--- src/rtl/core_arbiter_multi.sv ---
// N-channel bus arbiter: one pending slot per requester, fixed or round-robin grant, one bus transaction at a time.
// Optional watchdog on stalled transactions: define ARB_TIMEOUT_EN (adds the bus_err port).
module core_arbiter_multi #(
   parameter int N       = 2,
   parameter int ADDR_W  = 30,
   parameter int PRIO_RR = 0,
   localparam int GW     = (N > 1) ? $clog2(N) : 1
) (
   input  logic                clk,
   input  logic                rst_n,
   input  logic [N-1:0]        req_start,
   input  logic [N-1:0]        req_write,
   input  logic [N*ADDR_W-1:0] req_addr,
   input  logic [N*32-1:0]     req_data_wr,
   input  logic [N*4-1:0]      req_data_be,
   output logic [N-1:0]        req_ready,
   output logic [31:0]         req_data_rd,
   output logic [ADDR_W-1:0]   bus_addr,
   output logic                bus_start,
   output logic                bus_write,
   output logic [31:0]         bus_data_wr,
   output logic [3:0]          bus_data_be,
   input  logic                bus_ready,
   input  logic [31:0]         bus_data_rd,
   output logic [GW-1:0]       grant
`ifdef ARB_TIMEOUT_EN
   ,output logic               bus_err
`endif
);

   typedef enum logic {IDLE, BUSY} state_t;

   state_t                    state, state_nx;
   logic [N-1:0]              pend, slot_write;
   logic [N-1:0][ADDR_W-1:0]  slot_addr;
   logic [N-1:0][31:0]        slot_data;
   logic [N-1:0][3:0]         slot_be;
   logic [GW-1:0]             rr_ptr, win;
   logic                      win_vld, done, timeout;

`ifdef ARB_TIMEOUT_EN
   logic [15:0] wdog;
   assign timeout = (state == BUSY) && !bus_ready && (wdog == 16'hFFFF);
`else
   assign timeout = 1'b0;
`endif

   assign done    = (state == BUSY) && (bus_ready || timeout);
   assign win_vld = |pend;

   // Scan from the highest offset down so the first set bit at/after the base wins.
   always_comb begin
      int idx;
      idx = 0;
      win = '0;
      for (int k = N - 1; k >= 0; k--) begin
         idx = (PRIO_RR != 0) ? (int'(rr_ptr) + k) % N : k;
         if (pend[GW'(idx)]) win = GW'(idx);
      end
   end

   always_ff @(posedge clk or negedge rst_n) begin
      if (!rst_n) state <= IDLE;
      else        state <= state_nx;
   end

   always_comb begin
      state_nx = state;
      case (state)
         IDLE:    if (win_vld) state_nx = BUSY;
         BUSY:    if (done)    state_nx = IDLE;
         default: state_nx = IDLE;
      endcase
   end

   // Pending slots; the owning slot is always pending, so a completion never races a new latch.
   always_ff @(posedge clk or negedge rst_n) begin
      if (!rst_n) begin
         pend       <= '0;
         slot_write <= '0;
         slot_addr  <= '0;
         slot_data  <= '0;
         slot_be    <= '0;
      end else begin
         for (int i = 0; i < N; i++) begin
            if (done && grant == GW'(i)) begin
               pend[i] <= 1'b0;
            end else if (req_start[i] && !pend[i]) begin
               pend[i]       <= 1'b1;
               slot_write[i] <= req_write[i];
               slot_addr[i]  <= req_addr[i*ADDR_W +: ADDR_W];
               slot_data[i]  <= req_data_wr[i*32 +: 32];
               slot_be[i]    <= req_data_be[i*4 +: 4];
            end
         end
      end
   end

   always_ff @(posedge clk or negedge rst_n) begin
      if (!rst_n) begin
         bus_start   <= 1'b0;
         bus_write   <= 1'b0;
         bus_addr    <= '0;
         bus_data_wr <= '0;
         bus_data_be <= '0;
         grant       <= '0;
         rr_ptr      <= '0;
         req_ready   <= '0;
         req_data_rd <= '0;
      end else begin
         bus_start <= 1'b0;
         req_ready <= '0;
         if (state == IDLE && win_vld) begin
            bus_start   <= 1'b1;
            bus_write   <= slot_write[win];
            bus_addr    <= slot_addr[win];
            bus_data_wr <= slot_data[win];
            bus_data_be <= slot_be[win];
            grant       <= win;
         end
         if (done) begin
            req_ready[grant] <= 1'b1;
            req_data_rd      <= timeout ? 32'hDEADBEEF : bus_data_rd;
            if (PRIO_RR != 0)
               rr_ptr <= (grant == GW'(N - 1)) ? '0 : grant + 1'b1;
         end
      end
   end

`ifdef ARB_TIMEOUT_EN
   always_ff @(posedge clk or negedge rst_n) begin
      if (!rst_n) begin
         wdog    <= '0;
         bus_err <= 1'b0;
      end else begin
         bus_err <= timeout;
         if (state == IDLE && win_vld)            wdog <= '0;
         else if (state == BUSY && !bus_ready)    wdog <= wdog + 16'd1;
      end
   end
`endif

`ifndef SYNTHESIS
   a_no_overrun: assert property (@(posedge clk) disable iff (!rst_n) (req_start & pend) == '0);
`endif

endmodule
--- config.mk ---
export PLATFORM = sky130hd
export DESIGN_NAME = core_arbiter_multi
export DESIGN_NICKNAME = d
export VERILOG_FILES = /design/src/rtl/core_arbiter_multi.sv
export SDC_FILE = /design/constraint.sdc
export NUM_CORES = 1
export LEC_CHECK = 0
export ABC_CLOCK_PERIOD_IN_PS = 1850
export CAP_MARGIN = 20
export CORE_MARGIN = 2
export CORE_UTILIZATION = 43
export DETAILED_ROUTE_END_ITERATION = 8
export PLACE_DENSITY_LB_ADDON = 0.08
export SLEW_MARGIN = 40
export SYNTH_ARGS = -nofsm -noshare
export SYNTH_HDL_FRONTEND = slang
export SYNTH_SLANG_ARGS = --single-unit
export TNS_END_PERCENT = 50
--- constraint.sdc ---
create_clock -name clk -period 1.85 [get_ports clk]
set_input_delay 0.185 -clock clk [delete_from_list [all_inputs] [get_ports clk]]
set_output_delay 0.185 -clock clk [all_outputs]
set_load 0.1 [all_outputs]
======== Word-level counts from Yosys, hierarchy flattened ========
Cells that the tools add are included.
storage, ports and cells
  logic and storage cells ................. 60
  register bits after elaboration ......... 240
  output and inout port bits .............. 103
cells by class
  mux-type cells .......................... 20
  reduce and logical (&&, ||, !) cells .... 14
  bitwise gates (word level) .............. 4
  $lt $le $gt $ge ......................... 3
operators by type and width
  kind                                                 count
  two-way mux 32 bit                                   2
  two-way mux 30 bit                                   2
  two-way mux 1 bit                                    11
  two-way mux 4 bit                                    2
  logical AND 1 bit                                    7
  < comparator 1 x 2 -> 1 bit (second input constant)  2
  NOT 1 bit                                            4
  AND reduction 2 bit                                  2
  nonzero test 2 bit                                   2
  zero test 1 bit                                      2
  two-way mux 2 bit                                    1
  case mux 1 bit (2 select lines)                      1
  OR reduction 2 bit                                   1
  demux 1 bit (select 1 bit)                           1
  >= comparator 1 bit (second input constant)          1

======== Longest topological paths before layout ========
Gate-level depths: netlist (run 1).
  word-level depth ........................ 5
  mapped depth ............................ 5
  mapped depth without buffers ............ 3

======== Worst setup path after synthesis (run 1) ========
No wires, ideal clock.
  path type ............................... reg2reg
  from .................................... register pend[0]
  to ...................................... register bus_addr[10]
  period minus slack after synthesis ...... 1339 ps
  path buffers ............................ 2
  setup time .............................. 126 ps
  arrival time ............................ 1213 ps
  required time ........................... 1724 ps
  path slack .............................. 511 ps
  stages on the path, launching flop included .. 5
  cell sequence ........................... dfrtp_1 > o21bai_2 > buf_6 > buf_6 > mux2_2
between the ends
  word-level cells in the longest chain between the ends .. 2
ends and longest elaborated chain
  what                             RTL line  text
  start, declared                  34        logic [N-1:0] pend, slot_write;
  start signal, assigned           79        pend <= '0;
  start signal, assigned by index  87        pend[i] <= 1'b0;
  start signal, assigned by index  89        pend[i] <= 1'b1;
  OR reduction 2 bit               49        assign win_vld = |pend;
  logical AND 1 bit                113       if (state == IDLE && win_vld) begin
  end signal, assigned             116       bus_addr <= slot_addr[win];
  end, declared                    18        output logic [ADDR_W-1:0] bus_addr,
Every way passes these cells.
A chain may end at the register's enable or synchronous reset.

======== Final worst setup path (run 1) ========
  from .................................... register pend[0]
  to ...................................... register slot_data[0] (netlist name)
between the ends
  word-level cells in the longest chain between the ends .. 3
ends and longest elaborated chain
  what                           RTL line  text
  zero test 1 bit                88        end else if (req_start[i] && !pend[i]) begin
  logical AND 1 bit              88
  AND reduction 2 bit (no line)  n/a
  end signal, assigned by index  92        slot_data[i] <= req_data_wr[i*32 +: 32];
  end, declared                  36        logic [N-1:0][31:0] slot_data;
Every way passes these cells.

==> results of run 1 <==
worst max-delay path by stage:
stage | start | endpoint | cells past startpoint
3_3_place_gp | bus_ready | slot_addr[16] | 5
6_report | pend[0] | slot_data[0] | 3
5_1_grt | state | req_data_rd[6] | 3
4_1_cts | pend[0] | slot_data[0] | 3
3_5_place_dp | bus_ready | slot_data[0] | 5
2_1_floorplan | pend[0] | bus_addr[10] | 4
power groups by stage:
stage / clock network (mW) / logic [mW] / registers (mW)
2_1_floorplan: 0 / 1.15 / 9.73
3_3_place_gp: 0 / 7.30 / 5.21
3_5_place_dp: 0 / 7.36 / 5.29
4_1_cts: 3.89 / 7.37 / 5.23
5_1_grt: 4.08 / 7.51 / 5.37
6_report: 3.80 / 7.31 / 5.22
final cells by class:
type | count | area, um^2
well taps | 184 | 230
clock buffers | 21 | 480
flip-flops and latches | 171 | 4280
repair buffers | 216 | 1980
clock inverters | 10 | 163
inverters | 2 | 7.51
fillers | 1090 | 5440
multi-input cells | 176 | 2060
synth_stat cells:
master	number
conb_1	1
o21bai_2	1
mux2_4	30
buf_4	2
buf_6	7
mux2_2	131
nand3b_4	1
inv_1	2
dfrtp_1	171
nor3_1	1
nand2_2	1
mux2_1	5
buf_2	10
nor2_1	3
or2_2	1
layout by cell type, fill, tap and decap left out, drive strengths merged:
| master | n |
|---|---|
| inv | 3 |
| clkinvlp | 2 |
| nor2 | 3 |
| clkdlybuf4s50 | 102 |
| buf | 113 |
| clkbuf | 21 |
| nor3 | 1 |
| or2 | 1 |
| dfrtp | 171 |
| nand2 | 1 |
| nand3b | 1 |
| o21bai | 1 |
| conb | 2 |
| mux2 | 166 |
| clkinv | 3 |
| bufinv | 4 |
| dlygate4sd3 | 1 |
logic make-up (layout without fill, tap and decap cells):
kind of cell	Yosys count	in the layout
multiplexers	166	166
AND/OR/NAND/NOR	7	7
other	1	2
buffers and inverters	21	249
AO/OA/AOI/OAI	1	1
flip-flops	171	171
per-layer routing:
metal / wire length [um] / share of wire [%] / vias to the layer above / global-route usage (%)
li1: - / - / 1713 / -
met1: 5410 / 41 / 1931 / 20.7
met2: 6680 / 50 / 127 / 28.9
met3: 978 / 7.3 / 14 / 5.86
met4: 245 / 1.8 / 0 / 6.14
met5: 0 / 0 / - / 0
state kept, by name, indices dropped and copies added, names as in the netlist:
signal       count
bus_addr        30
slot_write       1
slot_addr       30
bus_data_wr     32
slot_be          4
req_data_rd     32
slot_data       32
state            1
req_ready        1
bus_write        1
bus_start        1
bus_data_be      4
pend             2
==> results.sh, run 1 <==
export IMPL_synth_top_family_by_area="multiplexers"
export IMPL_synth_top_area_share_pct=66.1
export IMPL_grt_max_degree=51
export IMPL_hold_path_class="in -> async"
export IMPL_globalplace_congestion=0.736
export IMPL_synth_area_um2=6480
export IMPL_die_w_um=127
export IMPL_total_power_mw=16.3
export IMPL_swShare_pct=44.8
export IMPL_synth_area_leaders="dfrtp_1 66%, mux2_2 23%, mux2_4 7.0%, buf_6 1.2%, mux2_1 0.87%"
export IMPL_ys_ff_latch=171
export IMPL_port_buffers=204
export IMPL_synth_warnings=0
export IMPL_reg2reg_setup_slack_ps=430
export IMPL_place_area_um2=8550
export IMPL_grt_usage_pct=17.2
export IMPL_rr_worst_depth=3
export IMPL_cts_hold_buf=1
export IMPL_design_area_um2=9200
export IMPL_internal_power_mw=9.00
export IMPL_r2r_end="slot_data[0]"
export IMPL_die_area_um2=16100
export IMPL_antenna_found_initial=0
export IMPL_end_kind="flip-flop"
export IMPL_cts_max_level=4
export IMPL_hold_viol=0
export IMPL_drive_gt1_share_pct=51.8
export IMPL_post_route_util_pct=62.8
export IMPL_synth_compound_gate_area_share_pct=0.174
export IMPL_final_instance_count_excl_fill=780
export IMPL_period_minus_slack_ps=1420
export IMPL_drt_wl_total_mm=13.3
export IMPL_synthAdderAreaFrac_pct=0
export IMPL_required_ps=2140
export IMPL_cp_num_buf_inv=1
export IMPL_whs_ps=283
export IMPL_synthCells=367
export IMPL_arrival_ps=1710
export IMPL_crit_path_cell_trace="nand3b_4, buf_12, mux2_2"
export IMPL_clock_skew_ps=7.21
export IMPL_synth_xor_area_share_pct=0
export IMPL_yosysSeqAreaShare_pct=66.1
export IMPL_root_buffer="clkbuf_16"
export IMPL_core_area_um2=14600
export IMPL_cpMaxStageDelayCell="dfrtp_1"
export IMPL_rsz0062_at_grt="false"
export IMPL_power_frac_clock_pct=23.3
export IMPL_synth_cell_types=15
export IMPL_ant_nets=0
export IMPL_dp_hpwl_mm=9.41
export IMPL_clock_latency_ps=410
export IMPL_critPathMaxStageDelay_ps=430
export IMPL_finalSetupViolCount=0
export IMPL_cts_buffers_inserted=17
export IMPL_cp_top_family="flip-flops"
export IMPL_drt_iter0_drc=151
export IMPL_comb_power_share_pct=44.8
export IMPL_rows=44
export IMPL_ios=274
export IMPL_placed_cells=748
export IMPL_muxShareOfSynthArea_pct=30.6
export IMPL_p_leak_nw=4.19
export IMPL_synth_top_cell_by_area="dfrtp_1"
export IMPL_first_pass_iters=3
export IMPL_area_growth_pct=42.1
export IMPL_crit_type="reg -> reg"
export IMPL_max_freq_ghz=0.704
export IMPL_p_per_area_nw_per_um2=1770
export IMPL_p_switching_mw=7.32
export IMPL_tritoncts="yes"
export IMPL_r2r_start="pend[0]"
export IMPL_final_setup_worst_slack_ps=429
export IMPL_initial_core_util_pct=44.2
export IMPL_setup_tns_ps=0
export IMPL_gr_total_overflow=0
export IMPL_post_route_period_util_pct=76.8
export IMPL_seqPwrFrac_pct=32.0
export IMPL_vias=3785
export IMPL_finalMaxSlewViolations=0
export IMPL_clkSinkCount=171
export IMPL_die_y_um=127
export IMPL_ir_worst_vdd_mv=1.05
export IMPL_clk_path_buf_depth=2
export IMPL_path_clk_slew_ps=60
export IMPL_dp_slack_ps=208
export IMPL_grt_pass1_vias=4147
export IMPL_post_cts_setup_buffers=0
export IMPL_cts_resized=0
export IMPL_run_status="completed"
export IMPL_wire_per_inst_um=17.1
export IMPL_crit_fanout=23
export IMPL_cp_start_kind="flip-flop"
export IMPL_synth_simple_area_share_pct=0.753
export IMPL_diodes=0
export IMPL_nets=755
export IMPL_grt_pass1_wl_mm=21.5
export IMPL_syn_area_per_cell_um2=17.6
export IMPL_via_per_inst=4.85
export IMPL_drv_cap=0
export IMPL_route_detailed_drc=0
Note: power is estimated with default switching activity, not from simulation.
==> inputs of run 2 (changes only) <==
Settings changed: ABC_CLOCK_PERIOD_IN_PS 1850 to 1200, CORE_UTILIZATION 43 to 38.
Clock period 1.85 ns to 1.2 ns, I/O delays scaled along.
==> run 2 against run 1 <==
Effect of this change:
- setup slack worse by 640 ps
- clock power is 30% higher
- critical path depth is 1 higher
- the run now ends with negative setup slack left
- sequential share of layout area is 6.8 points lower
- count of clock-buffer cells in the layout is 3 higher
- final area is 17% higher
- register-to-register slack worse by 640 ps
- utilization is 1.9 points higher
==> results.sh, run 2 (synthesized netlist as in run 1, its figures left out) <==
export IMPL_grt_pass1_wl_mm=23.4
export IMPL_finalMaxSlewViolations=0
export IMPL_die_y_um=135
export IMPL_run_status="finished with violations"
export IMPL_finalSetupViolCount=166
export IMPL_nets=768
export IMPL_grt_max_degree=41
export IMPL_cts_buffers_inserted=17
export IMPL_die_area_um2=18100
export IMPL_rsz0062_at_grt="true"
export IMPL_clk_path_buf_depth=2
export IMPL_crit_fanout=9
export IMPL_core_area_um2=16600
export IMPL_r2r_start="pend[0]"
export IMPL_cpMaxStageDelayCell="dfrtp_2"
export IMPL_crit_path_cell_trace="o21bai_4, buf_12, clkbuf_16, mux2_2"
export IMPL_drt_wl_total_mm=15.3
export IMPL_final_common_cell="dfrtp_1"
export IMPL_drt_iter0_drc=101
export IMPL_cp_num_buf_inv=2
export IMPL_whs_ps=164
export IMPL_dp_hpwl_mm=10.4
export IMPL_post_route_period_util_pct=117
export IMPL_vias=3875
export IMPL_drive_gt1_share_pct=53.2
export IMPL_wire_per_inst_um=18.4
export IMPL_die_w_um=135
export IMPL_reg2reg_setup_slack_ps=-210
export IMPL_ant_nets=0
export IMPL_hold_viol=0
export IMPL_nFillCells=1172
export IMPL_top_regs="bus_data_wr: 32 flops, req_data_rd: 32 flops, slot_data: 32 flops"
export IMPL_mostFrequentLayoutCells="170 x dfrtp_1, 109 x buf_12, 102 x clkdlybuf4s50_1, 92 x mux2_2, 74 x mux2_4"
export IMPL_area_growth_pct=66.4
export IMPL_setup_tns_ps=-21590
export IMPL_max_freq_ghz=0.710
export IMPL_gr_total_overflow=0
export IMPL_clkSinkCount=171
export IMPL_clock_skew_ps=8.15
export IMPL_grt_pass1_vias=4295
export IMPL_root_buffer="clkbuf_16"
export IMPL_clock_latency_ps=420
export IMPL_cp_top_family="flip-flops"
export IMPL_port_buffers=204
export IMPL_globalplace_congestion=0.733
export IMPL_via_per_inst=4.67
export IMPL_final_setup_worst_slack_ps=-208
export IMPL_arrival_ps=1710
export IMPL_end_kind="flip-flop"
export IMPL_ios=274
export IMPL_route_detailed_drc=0
export IMPL_grt_usage_pct=17.0
export IMPL_critPathMaxStageDelay_ps=430
export IMPL_tritoncts="yes"
export IMPL_rows=47
export IMPL_antenna_found_initial=1
export IMPL_first_pass_iters=4
export IMPL_p_per_area_nw_per_um2=2580
export IMPL_startpoint="pend[0]"
export IMPL_diodes=0
export IMPL_drv_cap=0
export IMPL_hold_path_class="in -> async"
export IMPL_initial_core_util_pct=38.9
export IMPL_required_ps=1500
export IMPL_crit_type="reg -> reg"
export IMPL_violations="negative setup slack"
export IMPL_ir_worst_vdd_mv=1.73
export IMPL_period_minus_slack_ps=1410
export IMPL_path_clk_slew_ps=60
export IMPL_p_leak_nw=4.90
export IMPL_cts_max_level=4
export IMPL_cp_start_kind="flip-flop"
## run 2: cell count changes in the layout (fill, tap and decap cells not counted), moves of 4 or more
cell and delta:
buf_6 +4, clkbuf_1 +4, mux2_2 -39, bufinv_16 -4
buf_4 -99, mux2_1 -5, clkbuf_16 +4, buf_12 +101
mux2_4 +44
## run 2: layer usage
metal  vias up  share of wire (%)  GRT usage, %
met5         -                  0             0
met2       120                 49          26.4
met3        21                7.6          6.79
met4         0                2.1          6.37
li1       1730                  -             -
met1      2004                 42          21.4
## run 2: final timing paths
kind                                        end  cells after the start
worst max-delay path            bus_data_wr[13]                      4
worst min-delay path               bus_addr[16]                      2
worst max register to register  bus_data_wr[13]                      4
worst min register to register     bus_addr[24]                      1
max in group asynchronous               pend[0]                      3
min in group clk                        pend[1]                      2
## run 2: timing repair
| item | in CTS | in global routing |
|---|---|---|
| setup buffers | 0 | 3 |
| hold endpoints to repair | 171 | 0 |
| gates cloned | 0 | 5 |
| gates resized for setup | 9 | 25 |
| endpoints found under the setup margin | 166 | 166 |
| pin swaps | 0 | 1 |
| hold buffers | 1 | 0 |
## run 2: through the flow
stage / utilization, % / cells / area (um^2) / power, mW / setup WS (ps)
6_report: 64.7 / 829 / 10800 / 27.8 / -208
4_1_cts: 63.3 / 821 / 10500 / 27.8 / -208
3_3_place_gp: 59.9 / 789 / 9960 / 22.5 / -323
2_1_floorplan: - / 368 / 6570 / 17.0 / -111
5_1_grt: 64.7 / 829 / 10800 / 28.7 / -231
3_5_place_dp: 59.9 / 789 / 9960 / 22.7 / -358
## run 2: where the power goes
group	switching (mW)	total (mW)	internal [mW]
Sequential	1.38	8.67	7.29
Combinational	8.47	14.2	5.70
Clock	2.15	4.93	2.79
## run 2: area by class of cell
type | count | area [um^2] | area share, %
multi-input cells | 176 | 2220 | 20.6
inverters | 2 | 7.51 | 0.0697
repair buffers | 229 | 3460 | 32.2
flip-flops and latches | 171 | 4280 | 39.7
clock inverters | 7 | 42.5 | 0.395
clock buffers | 24 | 482 | 4.47
well taps | 220 | 275 | 2.55
==> inputs of run 3 (changes only) <==
==> constraint.sdc (replaced) <==
create_clock -name clk -period 1.2 [get_ports clk]
set_input_delay 0.12 -clock clk [delete_from_list [all_inputs] [get_ports clk]]
set_output_delay 0.12 -clock clk [all_outputs]
set_load 0.05 [all_outputs]
==> results of run 3 <==
The final DEF is identical to that of run 2. Status: finished with violations: negative setup slack.
Main changes from that run: total power 27.8 mW -> 24.0 mW; worst IR drop on VDD 1.73 mV -> 1.40 mV
